===== config.mk =====
export PLATFORM = sky130hd
export DESIGN_NAME = operand_capture
export DESIGN_NICKNAME = d
export VERILOG_FILES = /design/src/rtl/operand_capture_pkg.sv /design/src/rtl/operand_capture_key_debouncer.sv /design/src/rtl/operand_capture.sv
export SDC_FILE = /design/constraint.sdc
export NUM_CORES = 1
export LEC_CHECK = 0
export ABC_AREA = 1
export BUFFER_PORTS_ARGS = -buffer_cell sky130_fd_sc_hd__buf_2
export CORE_MARGIN = 10
export CORE_UTILIZATION = 28
export DETAILED_ROUTE_END_ITERATION = 16
export PLACE_DENSITY = 0.52
export SYNTH_ARGS = -nofsm -noshare
export SYNTH_HDL_FRONTEND = slang
export SYNTH_SLANG_ARGS = --single-unit

===== constraint.sdc =====
create_clock -name i_clk -period 2.64 [get_ports i_clk]
set_input_delay 0.264 -clock i_clk [delete_from_list [all_inputs] [get_ports i_clk]]
set_output_delay 0.264 -clock i_clk [all_outputs]
set_load 0.005 [all_outputs]

===== src/rtl/operand_capture_pkg.sv =====
// Shared definitions for the operand capture block: FSM state codes and default widths.
package operand_capture_pkg;

    localparam int STATE_W      = 2;
    localparam int DEFAULT_SIZE = 4;

    typedef enum logic [STATE_W-1:0] {
        WAIT_A = 2'd0,
        WAIT_B = 2'd1,
        READY  = 2'd2
    } state_t;

endpackage


===== src/rtl/operand_capture_key_debouncer.sv =====
// Synchronizes the raw key and switches, debounces the key and emits a one-cycle
// pulse on each debounced press (1->0). Release produces no pulse.
module key_debouncer #(
    parameter int SIZE            = 4,
    parameter int DEBOUNCE_CYCLES = 500000
) (
    input  logic            i_clk,
    input  logic            i_rst,
    input  logic [SIZE-1:0] i_sw,
    input  logic            i_key_n,
    output logic [SIZE-1:0] o_sw_sync,
    output logic            o_press
);

    localparam int CW = $clog2(DEBOUNCE_CYCLES + 1);
    localparam logic [CW-1:0] CNT_MAX = CW'(DEBOUNCE_CYCLES);

    logic [SIZE-1:0] r_sw_s1, r_sw_s2;
    logic            r_key_s1, r_key_s2;
    logic            r_db, r_db_d;
    logic [CW-1:0]   r_cnt;
    logic [CW-1:0]   w_cnt_nxt;

    // Saturating so a long disagreement can never wrap back to a small count.
    assign w_cnt_nxt = (r_cnt == CNT_MAX) ? CNT_MAX : r_cnt + CW'(1);

    always_ff @(posedge i_clk or posedge i_rst) begin
        if (i_rst) begin
            r_sw_s1  <= '0;
            r_sw_s2  <= '0;
            r_key_s1 <= 1'b1;
            r_key_s2 <= 1'b1;
            r_db     <= 1'b1;
            r_db_d   <= 1'b1;
            r_cnt    <= '0;
        end else begin
            r_sw_s1  <= i_sw;
            r_sw_s2  <= r_sw_s1;
            r_key_s1 <= i_key_n;
            r_key_s2 <= r_key_s1;
            r_db_d   <= r_db;
            if (r_key_s2 == r_db) begin
                r_cnt <= '0;
            end else begin
                r_cnt <= w_cnt_nxt;
                if (w_cnt_nxt == CNT_MAX)
                    r_db <= r_key_s2;
            end
        end
    end

    assign o_sw_sync = r_sw_s2;
    assign o_press   = r_db_d & ~r_db;

endmodule


===== src/rtl/operand_capture.sv =====
// Captures two switch operands on successive debounced key presses; a third press
// returns to WAIT_A while keeping the last operands on the outputs.
module operand_capture
    import operand_capture_pkg::*;
#(
    parameter int SIZE            = DEFAULT_SIZE,
    parameter int DEBOUNCE_CYCLES = 500000
) (
    input  logic               i_clk,
    input  logic               i_rst,
    input  logic [SIZE-1:0]    i_sw,
    input  logic               i_key_n,
    output logic [SIZE-1:0]    o_A,
    output logic [SIZE-1:0]    o_B,
    output logic               o_valid,
    output logic [STATE_W-1:0] o_state
);

    logic [SIZE-1:0] w_sw;
    logic            w_press;
    state_t          r_state;
    logic [SIZE-1:0] r_A, r_B;
    logic            r_valid;

    key_debouncer #(
        .SIZE           (SIZE),
        .DEBOUNCE_CYCLES(DEBOUNCE_CYCLES)
    ) u_deb (
        .i_clk    (i_clk),
        .i_rst    (i_rst),
        .i_sw     (i_sw),
        .i_key_n  (i_key_n),
        .o_sw_sync(w_sw),
        .o_press  (w_press)
    );

    always_ff @(posedge i_clk or posedge i_rst) begin
        if (i_rst) begin
            r_state <= WAIT_A;
            r_A     <= '0;
            r_B     <= '0;
            r_valid <= 1'b0;
        end else begin
            case (r_state)
                WAIT_A: if (w_press) begin
                    r_A     <= w_sw;
                    r_state <= WAIT_B;
                    r_valid <= 1'b0;
                end
                WAIT_B: if (w_press) begin
                    r_B     <= w_sw;
                    r_state <= READY;
                    r_valid <= 1'b1;
                end
                READY: if (w_press) begin
                    r_state <= WAIT_A;
                    r_valid <= 1'b0;
                end
                // Unused code 2'd3 falls back to the start of the sequence.
                default: begin
                    r_state <= WAIT_A;
                    r_valid <= 1'b0;
                end
            endcase
        end
    end

    assign o_A     = r_A;
    assign o_B     = r_B;
    assign o_valid = r_valid;
    assign o_state = r_state;

endmodule


; ---- Word level (Yosys, flattened, before mapping)
; Cells that the tools add are included.
[word_totals]
ff_bits = 42
latch_bits = 0
ram_bits = 0
rom_bits = 0
input_bits = 7
memories = 0
[op_classes]
n_addsub = 1
mul = 0
div_mod_pow = 0
magnitude_cmp = 0
eq_ne = 9
shifts = 0
mux = 9
n_bitwise = 3
reduce_logical = 7
[op_table]
columns = cell, n
row1 = $eq 19x19->1 const B, 2
row2 = $mux 19, 2
row3 = $add 19x1->19 const B, 1
row4 = $ne 2x1->1 const B, 4
row5 = $reduce_and 2->1, 4
row6 = $mux 2, 3
row7 = $pmux 2 s3, 1
row8 = $reduce_and 3->1, 1
row9 = $eq 2x1->1 const B, 1
row10 = $eq 2x2->1 const B, 1
row11 = $logic_not 2->1, 1
row12 = $mux 1, 2
row13 = $not 1->1, 2
row14 = $pmux 1 s2, 1
row15 = $reduce_or 2->1, 1
row16 = $and 1x1->1, 1
row17 = $eq 1x1->1, 1

; ---- Logic depth before layout (Yosys ltp)
; Gate-level depths: netlist of run 1.
[depth]
ltp_word = 4
ltp_mapped = 15

; ---- Cells and area by module
; A second synthesis of run 1 with hierarchy kept.
[hier_totals]
hier_cells = 242
area_unflattened_um2 = 2057.0
[modules_own_cells]
columns = module, n_inst, cells_each, area_per_inst_um2
row1 = key_debouncer, 1, 192, 1572.8
row2 = operand_capture, 1, 50, 484.2

; ---- Worst setup path after synthesis of run 1
; OpenSTA, ideal clock, no wires.
[synth_timing]
path_kind = flip-flop to flip-flop
start = register u_deb.r_cnt[1]
end = register u_deb.r_db
setup_ns = 0.072
arrival_ns = 1.459
required_ns = 2.568
slack_ns = 1.109
path_stages_with_launch = 13
n_path_buf = 0
cell_sequence = dfrtp_1 > ha_1 > nand3_2 > inv_2 > nand2_2 > nor2_2 > nand2_1 > xnor2_2 > nand2_1 > nor2_2 > nand3_1 > nand2_1 > inv_1
[synth_between]
elab_chain_len = 4
[synth_rtl]
columns = item, line
row1 = start: declaration, operand_capture_key_debouncer.sv:21  ; logic [CW-1:0] r_cnt;
row2 = start signal: assignment, operand_capture_key_debouncer.sv:45  ; r_cnt <= w_cnt_nxt;
row3 = $add 19x1->19 or $eq 19x19->1 (tied branches), operand_capture_key_debouncer.sv:25  ; assign w_cnt_nxt = (r_cnt == CNT_MAX) ? CNT_MAX : r_cnt + CW'(1);
row4 = $mux 19 *, operand_capture_key_debouncer.sv:25
row5 = $eq 19x19->1 *, operand_capture_key_debouncer.sv:46  ; if (w_cnt_nxt == CNT_MAX)
row6 = $reduce_and 2->1 (no source line) *, n/a
row7 = end signal: assignment, operand_capture_key_debouncer.sv:47  ; r_db <= r_key_s2;
row8 = end: declaration, operand_capture_key_debouncer.sv:20  ; logic r_db, r_db_d;
; Mark *: on every way between the ends. The rest lies on a longest branch, timed or not.
; A chain may end at the register's enable or synchronous reset.

; ---- Worst setup path after layout of run 1
; Same ends and word-level chain as after synthesis.

==> results of run 1 <==
==> worst max-delay path: cells and delay by family (launching register included) <==
kind / cells / cell delay [ps]
flip-flops: 1 / 390
adder cells (fa/ha/maj): 1 / 210
AND/OR/NAND/NOR: 11 / 1130
buffers and inverters: 1 / 40
==> how the worst min path moves through the flow <==
stage	to	slack, ps
after global routing	u_deb.r_key_s1	40
after floorplan	u_deb.r_key_s1	270
after global placement	u_deb.o_sw_sync[3]	330
after CTS	u_deb.r_sw_s1[1]	50
final	u_deb.o_sw_sync[0]	50
after detailed placement	u_deb.o_sw_sync[3]	340
==> area by class of cell <==
class / count / area [sq um]
clock buffer: 5 / 68.8
clock inverter: 3 / 21.3
fill: 762 / 4550
inverter: 33 / 124
multi-input combinational: 162 / 800
sequential: 42 / 1060
tap: 96 / 120
timing repair buffer: 18 / 92.6
==> report_power, final <==
| part | total [uW] | internal [uW] | switching, uW | leakage [uW] |
|---|---|---|---|---|
| Sequential | 661 | 655 | 5.91 | 0.000552 |
| Clock | 419 | 186 | 234 | 0.0000441 |
| Combinational | 40.3 | 11.1 | 29.1 | 0.000497 |
| Total | 1120 | 852 | 269 | 0.00109 |
==> flip-flops by register name, summed over array words and instances (netlist names), 2 cells and up <==
name	count
o_state	2
u_deb.r_cnt	19
o_B	4
o_A	4
u_deb.r_sw_s1	4
u_deb.o_sw_sync	4
==> per-layer routing <==
metal,share of wire,wire length [um],up-vias,GRT usage
met5,0,0,-,0
met4,0.026,111,0,0.0467
met3,0.016,70,8,0.0149
met2,0.47,2000,18,0.131
met1,0.49,2070,687,0.109
li1,-,-,789,-
==> through the flow <==
step,power (uW),worst slack [ps],hold WS (ps)
after global routing,1190,613,41.1
after CTS,1150,816,53.9
after detailed placement,716,844,336
after global placement,716,856,332
final,1120,826,52.6
after floorplan,701,1110,268
==> Yosys cell counts, types with 3 or more instances <==
cell and number:
nand2_1 67, dfrtp_1 38, nor2_1 33, inv_1 30, nand3_1 11, o21ai_0 10
nand4_1 7, xor2_1 6, a21oi_1 4, dfstp_2 4, nand2_2 4, nor2_2 4
nor2_4 3
==> kinds of logic after synthesis <==
logic type / Yosys count / share of synthesized area
xor gates and xnor gates: 9 / 0.0435
DFF: 42 / 0.532
and+or+nand+nor: 135 / 0.304
buffers and inverters: 34 / 0.0644
AOI/OAI and AO/OA: 16 / 0.0429
adders and majority gates: 2 / 0.0126
==> flow_summary_export.csv, run 1 <==
group,metric,value,unit
critical_path,path_cells,"ha_1 -> nand3_2 -> nor2_1 -> nand4_1 -> nand2_1 -> nand2_1 -> nor2_1 -> nand2_1 -> nor2_2 -> nand2_1 -> nand2_1 -> nand2_1 -> inv_1",
cts,h-tree-depth,2,
critical_path,cp_max_fo,4,
grt,grt_overflow,0,
sta,tns,0,ps
die,core_area,6830,sq um
die,rows,30,
grt,grt_pass1_wl,7500,um
synthesis,synth_warnings,0,
cts,cts.reportedPaths.clkPinSlew,90,ps
cts,postCtsSetupBuffers,0,
critical_path,critPathMaxStageDelay,390,ps
finish,layout_common_cells,"nand2_1, dfrtp_1, nor2_1",
cts,postCtsHoldBufs,0,
cts,tritoncts,"done",
cts,clkSinkCount,42,
grt,grt_max_degree,28,
synthesis,yosysTopAreaCellShare,0.479,
sta,maxSlewViolCount,0,
critical_path,critical_path.startpoint,"u_deb.r_cnt[1]",
grt,grt_antenna_before_repair,0,
critical_path,crit_path_end,"u_deb.r_db",
route,drt-initial-drc-count,78,
critical_path,rrSetupSlack,830,ps
critical_path,cpMaxStageDelayCell,"dfrtp_1",
finish,stdcell_count,359,
synthesis,syn-num-nets,247,
finish,syn2layout_area_growth,15.1,%
critical_path,r2r_cells,13,
run,cap_violations,0,
die,die-height,104,um
cts,max-clock-path-buffers,2,
place,dpl.hpwl,3280,um
synthesis,synth_ff_type,"dfrtp_1",
synthesis,synth-seq-cells,42,
grt,grt_pass1_vias,1509,
synthesis,yosysTopAreaCell,"dfrtp_1",
critical_path,worstSetupPathType,"register to register",
finish,utilization,0.334,
sta,worst_slew_pin_slew,957,ps
finish,layout-drive-gt1-share,0.171,
synthesis,synth_area_leaders,"dfrtp_1, nand2_1, nor2_1",
cts,cts_made_buffers,5,
critical_path,crit_arrival,2060,ps
critical_path,setup.worst_path.start_class,"register",
synthesis,syn_area_per_cell,8.33,sq um
synthesis,netlist_instances,238,
sta,setup_viol,0,
finish,final_common_cell,"nand2_1",
place,io_buffers,17,
sta,fin_skew,6.57,ps
critical_path,rr_endpoint,"u_deb.r_db",
power,p_leak,0.00109,uW
critical_path,critPathMostFrequentCell,"nand2_1",
synthesis,synth-edff-count,0,
route,drt-pass1-iter-count,4,
die,die_w,104,um
place,place_inst,351,
power,cellPowerDensity,491,nW/um^2
die,start_util,0.290,
run_status,status,"finished, final reports clean",
finish,antenna_cells,0,
critical_path,end_kind,"register",
route,vias_per_cell,4.18,
finish,fin_area,2280,sq um
place,place_area,2190,sq um
power,ir_drop,0.197,mV
finish,nNetsFinal,271,
route,wirelength,4250,um
route,post_drt_wl_per_cell,11.8,um
synthesis,synthArstFlopShare,1.00,
cts,clock_latency,300,ps
cts,postCtsResizedCells,0,
sta,fmax,0.551,GHz
sta,period_needed,1810,ps
sta,grt_setup_unrepaired,"no",
critical_path,reg2reg_from,"u_deb.r_cnt[1]",
min_path,hold_class,"input pin to async pin",
route,ant_nets,0,
cts,cts_root_buf,"clkbuf_8",
route,drcViolationCount,0,
synthesis,netlist_area,1980,sq um
sta,max_slew_margin,0.358,
route,num_vias,1502,
critical_path,required,2890,ps
sta,period_share,0.687,
die,die-area,10800,sq um
die,ioPinCount,18,
synthesis,synth_cell_types,24,
synthesis,synth.yosys.seq_area_share,0.532,
grt,track_usage,0.0848,
place,gp_congestion,0.821,
sta,hold_viol,0,
(Power assumes the default switching activity.)
==> run 2, diff against run 1 <==
==> constraint.sdc (replaced) <==
create_clock -name i_clk -period 1.7 [get_ports i_clk]
set_input_delay 0.17 -clock i_clk [delete_from_list [all_inputs] [get_ports i_clk]]
set_output_delay 0.17 -clock i_clk [all_outputs]
set_load 0.005 [all_outputs]
==> run 2 against run 1 <==
Clock-buffer cell count did not move. Fmax increased by 8.8%. Worst hold slack better by 300 ps. Clock skew rose by 3.8 ps. Sequential share of layout area shrank 3.5 points. Final cell count increased by 4.5%. Routed wire length up 0.12%. First-iteration DRC count down 12%. Critical endpoint unchanged.
==> flow_summary_export.csv, run 2 (synthesis gave the netlist of run 1 again) <==
group,metric,value,unit
route,vias_per_cell,4.17,
cts,clock_latency,300,ps
run_status,status,"finished, final reports clean",
grt,grt_pass1_vias,1549,
cts,h-tree-depth,2,
route,num_vias,1565,
finish,largest_register_ffs,19,
critical_path,crit_family,"simple AND/OR/NAND/NOR gates",
sta,setup_ws,33.1,ps
critical_path,critPathMaxStageDelay,370,ps
die,core_area,6830,sq um
sta,fin_skew,10.4,ps
grt,grt_overflow,0,
critical_path,path_cells,"ha_2 -> nand3_4 -> inv_4 -> nand2_2 -> nor2_4 -> nand2_2 -> xnor2_4 -> nand2_1 -> nor2_2 -> nand2_1 -> nand2_1 -> nand2_1 -> inv_1",
finish,nNetsFinal,287,
route,ant_nets,0,
die,die-height,104,um
sta,maxSlewViolCount,0,
sta,max_slew_margin,0.543,
cts,cts_made_buffers,5,
finish,multi_input_area,838,sq um
finish,final_common_cell,"nand2_1",
finish,syn2layout_area_growth,24.8,%
place,place_area,2240,sq um
die,rows,30,
critical_path,critPathBufInv,2,
sta,setup_viol,0,
power,p_leak,0.00117,uW
critical_path,setup.worst_path.start_class,"register",
finish,layout_common_cells,"nand2_1, dfrtp_1, nor2_1",
critical_path,end_kind,"register",
min_path,hold_class,"register to register",
finish,antenna_cells,0,
grt,grt_antenna_before_repair,0,
die,die_w,104,um
sta,hold_ws,348,ps
grt,use_met1,0.102,
critical_path,required,1950,ps
finish,largest_register,"u_deb.r_cnt",
sta,worst_slew_pin_slew,682,ps
critical_path,crit_arrival,1920,ps
finish,fin_area,2470,sq um
critical_path,worstSetupPathType,"register to register",
power,cellPowerDensity,715,nW/um^2
cts,clkSinkCount,42,
route,drt-initial-drc-count,69,
critical_path,critPathMostFrequentCell,"nand2_1",
grt,grt_pass1_wl,7370,um
sta,fmax,0.600,GHz
finish,utilization,0.362,
cts,cts_root_buf,"clkbuf_8",
cts,max-clock-path-buffers,2,
cts,tritoncts,"done",
finish,layout-drive-gt1-share,0.226,
grt,grt_util_met2,0.136,
finish,n_fill_cell,756,
cts,cts.reportedPaths.clkPinSlew,80,ps
die,start_util,0.290,
sta,grt_setup_unrepaired,"yes",
place,place_inst,356,
die,ioPinCount,18,
grt,track_usage,0.0827,
power,ir_drop,0.343,mV
finish,seq_area,1060,sq um
die,die-area,10800,sq um
finish,stdcell_count,375,
sta,hold_viol,0,
place,pre_cts_slack,-69.1,ps
route,post_drt_wl_per_cell,11.3,um
route,drt-pass1-iter-count,4,
grt,grt_max_degree,26,
place,gp_congestion,0.846,
grt,gr-usage-met3,0.0130,
grt,top_usage_layer,"met2",
sta,period_share,0.981,
place,io_buffers,17,
place,dpl.hpwl,3200,um
route,drcViolationCount,0,
critical_path,cpMaxStageDelayCell,"dfrtp_1",
route,wirelength,4250,um
run,cap_violations,0,
critical_path,cp_max_fo,3,
sta,period_needed,1670,ps
==> run 2: final cells by class <==
class,count,area share
Sequential cell,42,0.428
Multi-Input combinational cell,162,0.339
Timing Repair Buffer,34,0.0971
Inverter,33,0.0511
Tap cell,96,0.0485
Clock buffer,5,0.0278
Clock inverter,3,0.00859
==> run 2: path summary, 6_finish.rpt <==
check	from	to	slack [ps]	depth (start not counted)
max reg2reg	u_deb.r_cnt[1]	u_deb.r_db	30	13
min in group asynchronous	i_rst	u_deb.r_cnt[11]	420	3
min	u_deb.r_sw_s1[0]	u_deb.o_sw_sync[0]	350	0
min reg2reg	u_deb.r_sw_s1[0]	u_deb.o_sw_sync[0]	350	0
max in group asynchronous	i_rst	u_deb.r_key_s1	700	4
max	u_deb.r_cnt[1]	u_deb.r_db	30	13
==> run 2: what timing repair did <==
| item | in CTS | in global routing |
|---|---|---|
| resized for setup | 4 | 9 |
| endpoints found under the setup margin | 1 | 1 |
| pin swaps | 2 | 1 |
| hold endpoints to repair | 22 | 0 |
| buffers inserted | 5 | 0 |
| cloned | 0 | 0 |
| hold buffers | 6 | 0 |
==> run 2: stage by stage <==
step	power, uW	setup TNS (ps)
2_1_floorplan	1090	0
6_report	1770	0
3_3_place_gp	1120	-40.4
5_1_grt	1860	-177
3_5_place_dp	1120	-69.1
4_1_cts	1800	0
==> run 2: power breakdown <==
group / total (uW) / switching [uW] / internal (uW)
sequential: 1030 / 8.71 / 1020
combinational: 88.6 / 51.0 / 37.6
clock: 655 / 366 / 289
==> run 2: routing by layer <==
layer / vias up / share of wire
li1: 817 / -
met4: 0 / 0.022
met1: 726 / 0.48
met2: 16 / 0.48
met3: 6 / 0.020
met5: - / 0
